File: src/rtl/mem_port_arbiter.sv
// Shares one single-port sync-read memory between fetch (I) and data (D) requesters.
// Grant is same-cycle combinational, read data returns one cycle later; D has priority with I anti-starvation.
module mem_port_arbiter #(
  parameter int DBITS      = 16,
  parameter int ABITS      = 12,
  parameter int STARVE_MAX = 3
) (
  input  logic             CLK,
  input  logic             RSTN,
  input  logic             I_REQ,
  input  logic [DBITS-1:0] I_ADDR,
  output logic             I_GNT,
  output logic             I_STALL,
  output logic             I_RVALID,
  output logic [DBITS-1:0] I_RDATA,
  input  logic             D_REQ,
  input  logic             D_WE,
  input  logic [DBITS-1:0] D_ADDR,
  input  logic [DBITS-1:0] D_DIN,
  output logic             D_GNT,
  output logic             D_STALL,
  output logic             D_RVALID,
  output logic [DBITS-1:0] D_RDATA,
  output logic [ABITS-1:0] M_ADDR,
  output logic [DBITS-1:0] M_DIN,
  output logic             M_WE,
  input  logic [DBITS-1:0] M_DOUT,
  output logic [15:0]      CONFLICT_CNT
);

  localparam logic [1:0]       SEL_NONE = 2'd0;
  localparam logic [1:0]       SEL_I    = 2'd1;
  localparam logic [1:0]       SEL_D    = 2'd2;
  localparam logic [DBITS-1:0] OOR_DATA = DBITS'(16'hDEAD);

  function automatic logic inrange(input logic [DBITS-1:0] a);
    return a[DBITS-1:ABITS+1] == '0;
  endfunction

  logic [3:0]       starve_q, starve_d;
  logic [15:0]      cnt_q, cnt_d;
  logic [1:0]       rsel_q, rsel_d;
  logic             roor_q, roor_d;
  logic [ABITS-1:0] maddr_q, maddr_d;
  logic             i_gnt, d_gnt, force_i;
  logic [DBITS-1:0] gnt_addr;
  logic             unused_addr_lsb;

  assign force_i = (starve_q == 4'(STARVE_MAX));

  // Grants are gated by RSTN so nothing reaches the array while in reset.
  always_comb begin
    i_gnt = 1'b0;
    d_gnt = 1'b0;
    if (RSTN) begin
      if (D_REQ && !(I_REQ && force_i)) d_gnt = 1'b1;
      else if (I_REQ)                   i_gnt = 1'b1;
    end
  end

  assign gnt_addr        = d_gnt ? D_ADDR : I_ADDR;
  assign unused_addr_lsb = gnt_addr[0];

  always_comb begin
    maddr_d  = (i_gnt || d_gnt) ? gnt_addr[ABITS:1] : maddr_q;
    starve_d = starve_q;
    if (i_gnt || !I_REQ)                                    starve_d = 4'd0;
    else if (d_gnt && (starve_q < 4'(STARVE_MAX)))          starve_d = starve_q + 4'd1;
    cnt_d = cnt_q;
    if (I_REQ && D_REQ && (cnt_q != 16'hFFFF))              cnt_d = cnt_q + 16'd1;
    rsel_d = SEL_NONE;
    if (i_gnt)                                              rsel_d = SEL_I;
    else if (d_gnt && !D_WE)                                rsel_d = SEL_D;
    roor_d = !inrange(gnt_addr);
  end

  always_ff @(posedge CLK or negedge RSTN) begin
    if (!RSTN) begin
      starve_q <= 4'd0;
      cnt_q    <= 16'd0;
      rsel_q   <= SEL_NONE;
      roor_q   <= 1'b0;
      maddr_q  <= '0;
    end else begin
      starve_q <= starve_d;
      cnt_q    <= cnt_d;
      rsel_q   <= rsel_d;
      roor_q   <= roor_d;
      maddr_q  <= maddr_d;
    end
  end

  assign I_GNT        = i_gnt;
  assign D_GNT        = d_gnt;
  assign I_STALL      = I_REQ & ~i_gnt;
  assign D_STALL      = D_REQ & ~d_gnt;
  assign M_ADDR       = maddr_d;
  assign M_DIN        = D_DIN;
  assign M_WE         = d_gnt & D_WE & inrange(D_ADDR);
  assign I_RVALID     = (rsel_q == SEL_I);
  assign D_RVALID     = (rsel_q == SEL_D);
  assign I_RDATA      = roor_q ? OOR_DATA : M_DOUT;
  assign D_RDATA      = roor_q ? OOR_DATA : M_DOUT;
  assign CONFLICT_CNT = cnt_q;

endmodule

File: config.mk
export PLATFORM = sky130hd
export DESIGN_NAME = mem_port_arbiter
export DESIGN_NICKNAME = d
export VERILOG_FILES = /design/src/rtl/mem_port_arbiter.sv
export SDC_FILE = /design/constraint.sdc
export NUM_CORES = 1
export LEC_CHECK = 0
export CAP_MARGIN = 20
export CORE_ASPECT_RATIO = 0.6
export CORE_MARGIN = 10
export CORE_UTILIZATION = 56
export CTS_CLUSTER_DIAMETER = 60
export DETAILED_ROUTE_END_ITERATION = 10
export DONT_BUFFER_PORTS = 1
export PLACE_DENSITY_LB_ADDON = 0.3
export SETUP_SLACK_MARGIN = 0.5
export SYNTH_ARGS = -nofsm -noshare
export SYNTH_HDL_FRONTEND = slang
export SYNTH_SLANG_ARGS = --single-unit
File: constraint.sdc
create_clock -name CLK -period 2.15 [get_ports CLK]
set_input_delay 0.645 -clock CLK [delete_from_list [all_inputs] [get_ports CLK]]
set_output_delay 0.645 -clock CLK [all_outputs]
set_load 0.02 [all_outputs]
==> impl_metrics.env <==
export IMPL_placed_area_mm2=0.00202
export IMPL_finalCriticalPeriod_ns=2.52
export IMPL_slew_limit_headroom_pct=57.4
export IMPL_yosysWarnings=0
export IMPL_route_vias_total=1576
export IMPL_yosysSeqAreaShare_pct=44.1
export IMPL_timing_critical_path_to_type="output pin"
export IMPL_finalPower_mw=2.02
export IMPL_htreeDepth=2
export IMPL_avgViaCountPerCell=6.23
export IMPL_fin_crit_sh_pct=117
export IMPL_yosys_register_bits=35
export IMPL_antennaDiodeCount=0
export IMPL_avgSynthCellArea_um2=9.60
export IMPL_first_global_vias=1642
export IMPL_startpoint_of_the_worst_register_to_register_path="starve_q[1]$_DFFE_PN0P_"
export IMPL_postCtsHoldBufs=0
export IMPL_finalClockSkew_ns=0.00598
export IMPL_place_inst=225
export IMPL_layout_commonest_cell="dfrtp_1"
export IMPL_detailed_router_iteration_count_before_antenna_repair=4
export IMPL_tritoncts="done"
export IMPL_utilization_pct=80.7
export IMPL_cp_arrival_ns=1.87
export IMPL_run_status="finished with violations"
export IMPL_clkTransAtPathRegs_ns=0.08
export IMPL_worst_pin_slew_ns=0.633
export IMPL_global_route_usage_total_pct=20.0
export IMPL_layout_common_cells="dfrtp_1 (20), buf_4 (19), nor2_1 (16)"
export IMPL_core_region_area_mm2=0.00332
export IMPL_final_cell_area_mm2=0.00268
export IMPL_clock_insertion_delay_worst_skew_ns=0.29
export IMPL_wl_per_cell_um=27.2
export IMPL_antenna_found_initial=0
export IMPL_fin_worst_hold_slack_ns=0.0477
export IMPL_power_per_cell_area_mw_per_mm2=752
export IMPL_cts_buffers_inserted=5
export IMPL_clock_root_buffer="clkbuf_8"
export IMPL_crit_fanout=7
export IMPL_synthesis_instances=207
export IMPL_final_instance_count_excl_fill=253
export IMPL_ioPinCount=152
export IMPL_initial_standard_cell_utilization_of_the_core_pct=59.8
export IMPL_chipWidth_um=96.9
export IMPL_post_synth_top_area_cell="dfrtp_1"
export IMPL_ir_worst_vdd_uv=638
export IMPL_failed_checks="negative setup slack"
export IMPL_design_die_area_mm2=0.00641
export IMPL_globalRoute_totalOverflow=0
export IMPL_cap_violations=0
export IMPL_placed_wire_length_estimate_after_detailed_placement_mm=4.66
export IMPL_setup_repair_after_global_routing_missed_its_margin="yes"
export IMPL_start_kind="flop"
export IMPL_synthesis_nets=278
export IMPL_place_port_buffers=0
export IMPL_synth_area_top_cells="dfrtp_1 (44%), buf_4 (12%), nor2_1 (5.7%)"
export IMPL_postRouteAntennaNets=0
export IMPL_drcViolationCount=0
export IMPL_detail_route_iter0_violations=125
export IMPL_max_freq_mhz=397
export IMPL_layout_drive_gt1_share_pct=58.7
export IMPL_setup_violating_endpoint_count_in_the_final_report=17
export IMPL_placement_rows=16
export IMPL_power_leakage_nw=1.12
export IMPL_required_ns=1.50
export IMPL_floorplan_die_height_um=66.2
export IMPL_holdCritPathClass="input pin to asynchronous set/reset pin"
export IMPL_synth_distinct_cells=37
export IMPL_route_final_wire_length_mm=6.88
export IMPL_grt_pass1_wl_mm=10.2
export IMPL_worst_r2r_cell_count=6
export IMPL_syn_cell_area_mm2=0.00199
export IMPL_post_route_worst_setup_slack_ns=-0.368
export IMPL_yosys_area_top_type_share_pct=44.1
export IMPL_clock_sinks=35
export IMPL_grt_start_max_net_pins=39
export IMPL_ctsLongestPathBuffers=2
export IMPL_criticalPathCategory="flop to output pin"
export IMPL_critical_path_startpoint="starve_q[1]$_DFFE_PN0P_"
export IMPL_hold_viol=0
export IMPL_gp_congestion=0.754
export IMPL_design_final_nets=278
export IMPL_area_growth_pct=34.9
export IMPL_report_final_slew_viol_count=0
## timing repair
item                       CTS  global route
pin swaps                   21            16
setup buffers               13             5
gates resized for setup     61            26
cloned                       2             0
setup endpoints to repair   71            75
## per-stage QoR
step	setup WS [ns]	setup TNS (ns)
CTS	-0.277	-4.14
global route	-0.440	-6.27
finish	-0.368	-5.24
global placement	-0.00585	-0.0191
floorplan	-0.0582	-0.431
detailed placement	-0.0601	-0.436
## sequential cells by signal, summed over array words and instances (netlist names)
signal,cells
CONFLICT_CNT,16
maddr_q,12
roor_q,1
rsel_q,2
starve_q,4
## cells in the mapped netlist, drive strengths merged
cell	number
buf	35
dfrtp	35
nor2	31
o22ai	12
xor2	12
or2	11
nand2	8
nor2b	7
nand4	6
nor3	6
and3	5
inv	5
nor3b	5
nor4	5
nand3	3
o21ai	3
clkbuf	2
ha	2
nor4b	2
xnor2	2
a21o	1
a21oi	1
and4	1
and4bb	1
mux2	1
mux2i	1
o211ai	1
o21a	1
o31ai	1
or3	1
## power breakdown
group          total (mW)  switching (mW)  internal (mW)
Sequential          0.932           0.177          0.755
Combinational       0.549           0.308          0.241
Clock               0.536           0.243          0.293
Total                2.02           0.727           1.29
## worst max-delay path, cell delays in order (launching register included)
cell and delay [ns]:
dfrtp_1 0.39, ha_2 0.21, nor3b_4 0.16, o211ai_1 0.23
buf_4 0.18, buf_12 0.13, o22ai_2 0.10, nor2_4 0.17
## cell type report
| cell class | count | area, µm² |
|---|---|---|
| tap | 45 | 56.3 |
| sequential | 35 | 897 |
| inverter | 5 | 31.3 |
| clock buffer | 8 | 100 |
| timing repair buffer | 30 | 332 |
| multi-input combinational | 130 | 1260 |
| fill | 175 | 642 |
## metal layers
layer,global-route usage [%],up-vias,wire length [µm]
met5,2.31,-,0
met4,5.68,0,110
met3,7.83,13,707
met2,35.6,107,3620
met1,21.7,778,2440
li1,-,678,-
## worst paths after layout
check	endpoint	slack, ns
max	M_ADDR[11]	-0.37
min	starve_q[2]$_DFFE_PN0P_	0.05
min reg2reg	CONFLICT_CNT[15]$_DFFE_PN0P_	0.57
max in group asynchronous	CONFLICT_CNT[15]$_DFFE_PN0P_	2.01
max reg2reg	starve_q[1]$_DFFE_PN0P_	0.28
min in group CLK	rsel_q[1]$_DFF_PN0_	0.42
## logic make-up after synthesis
logic type / share of synthesized area (%)
fa+ha+maj: 1.26
compound gates: 6.29
simple gates: 26.8
mux: 1.26
flops: 44.1
buf+inv: 14.2
xor+xnor: 6.17
Power figures use the tool's default switching activity.
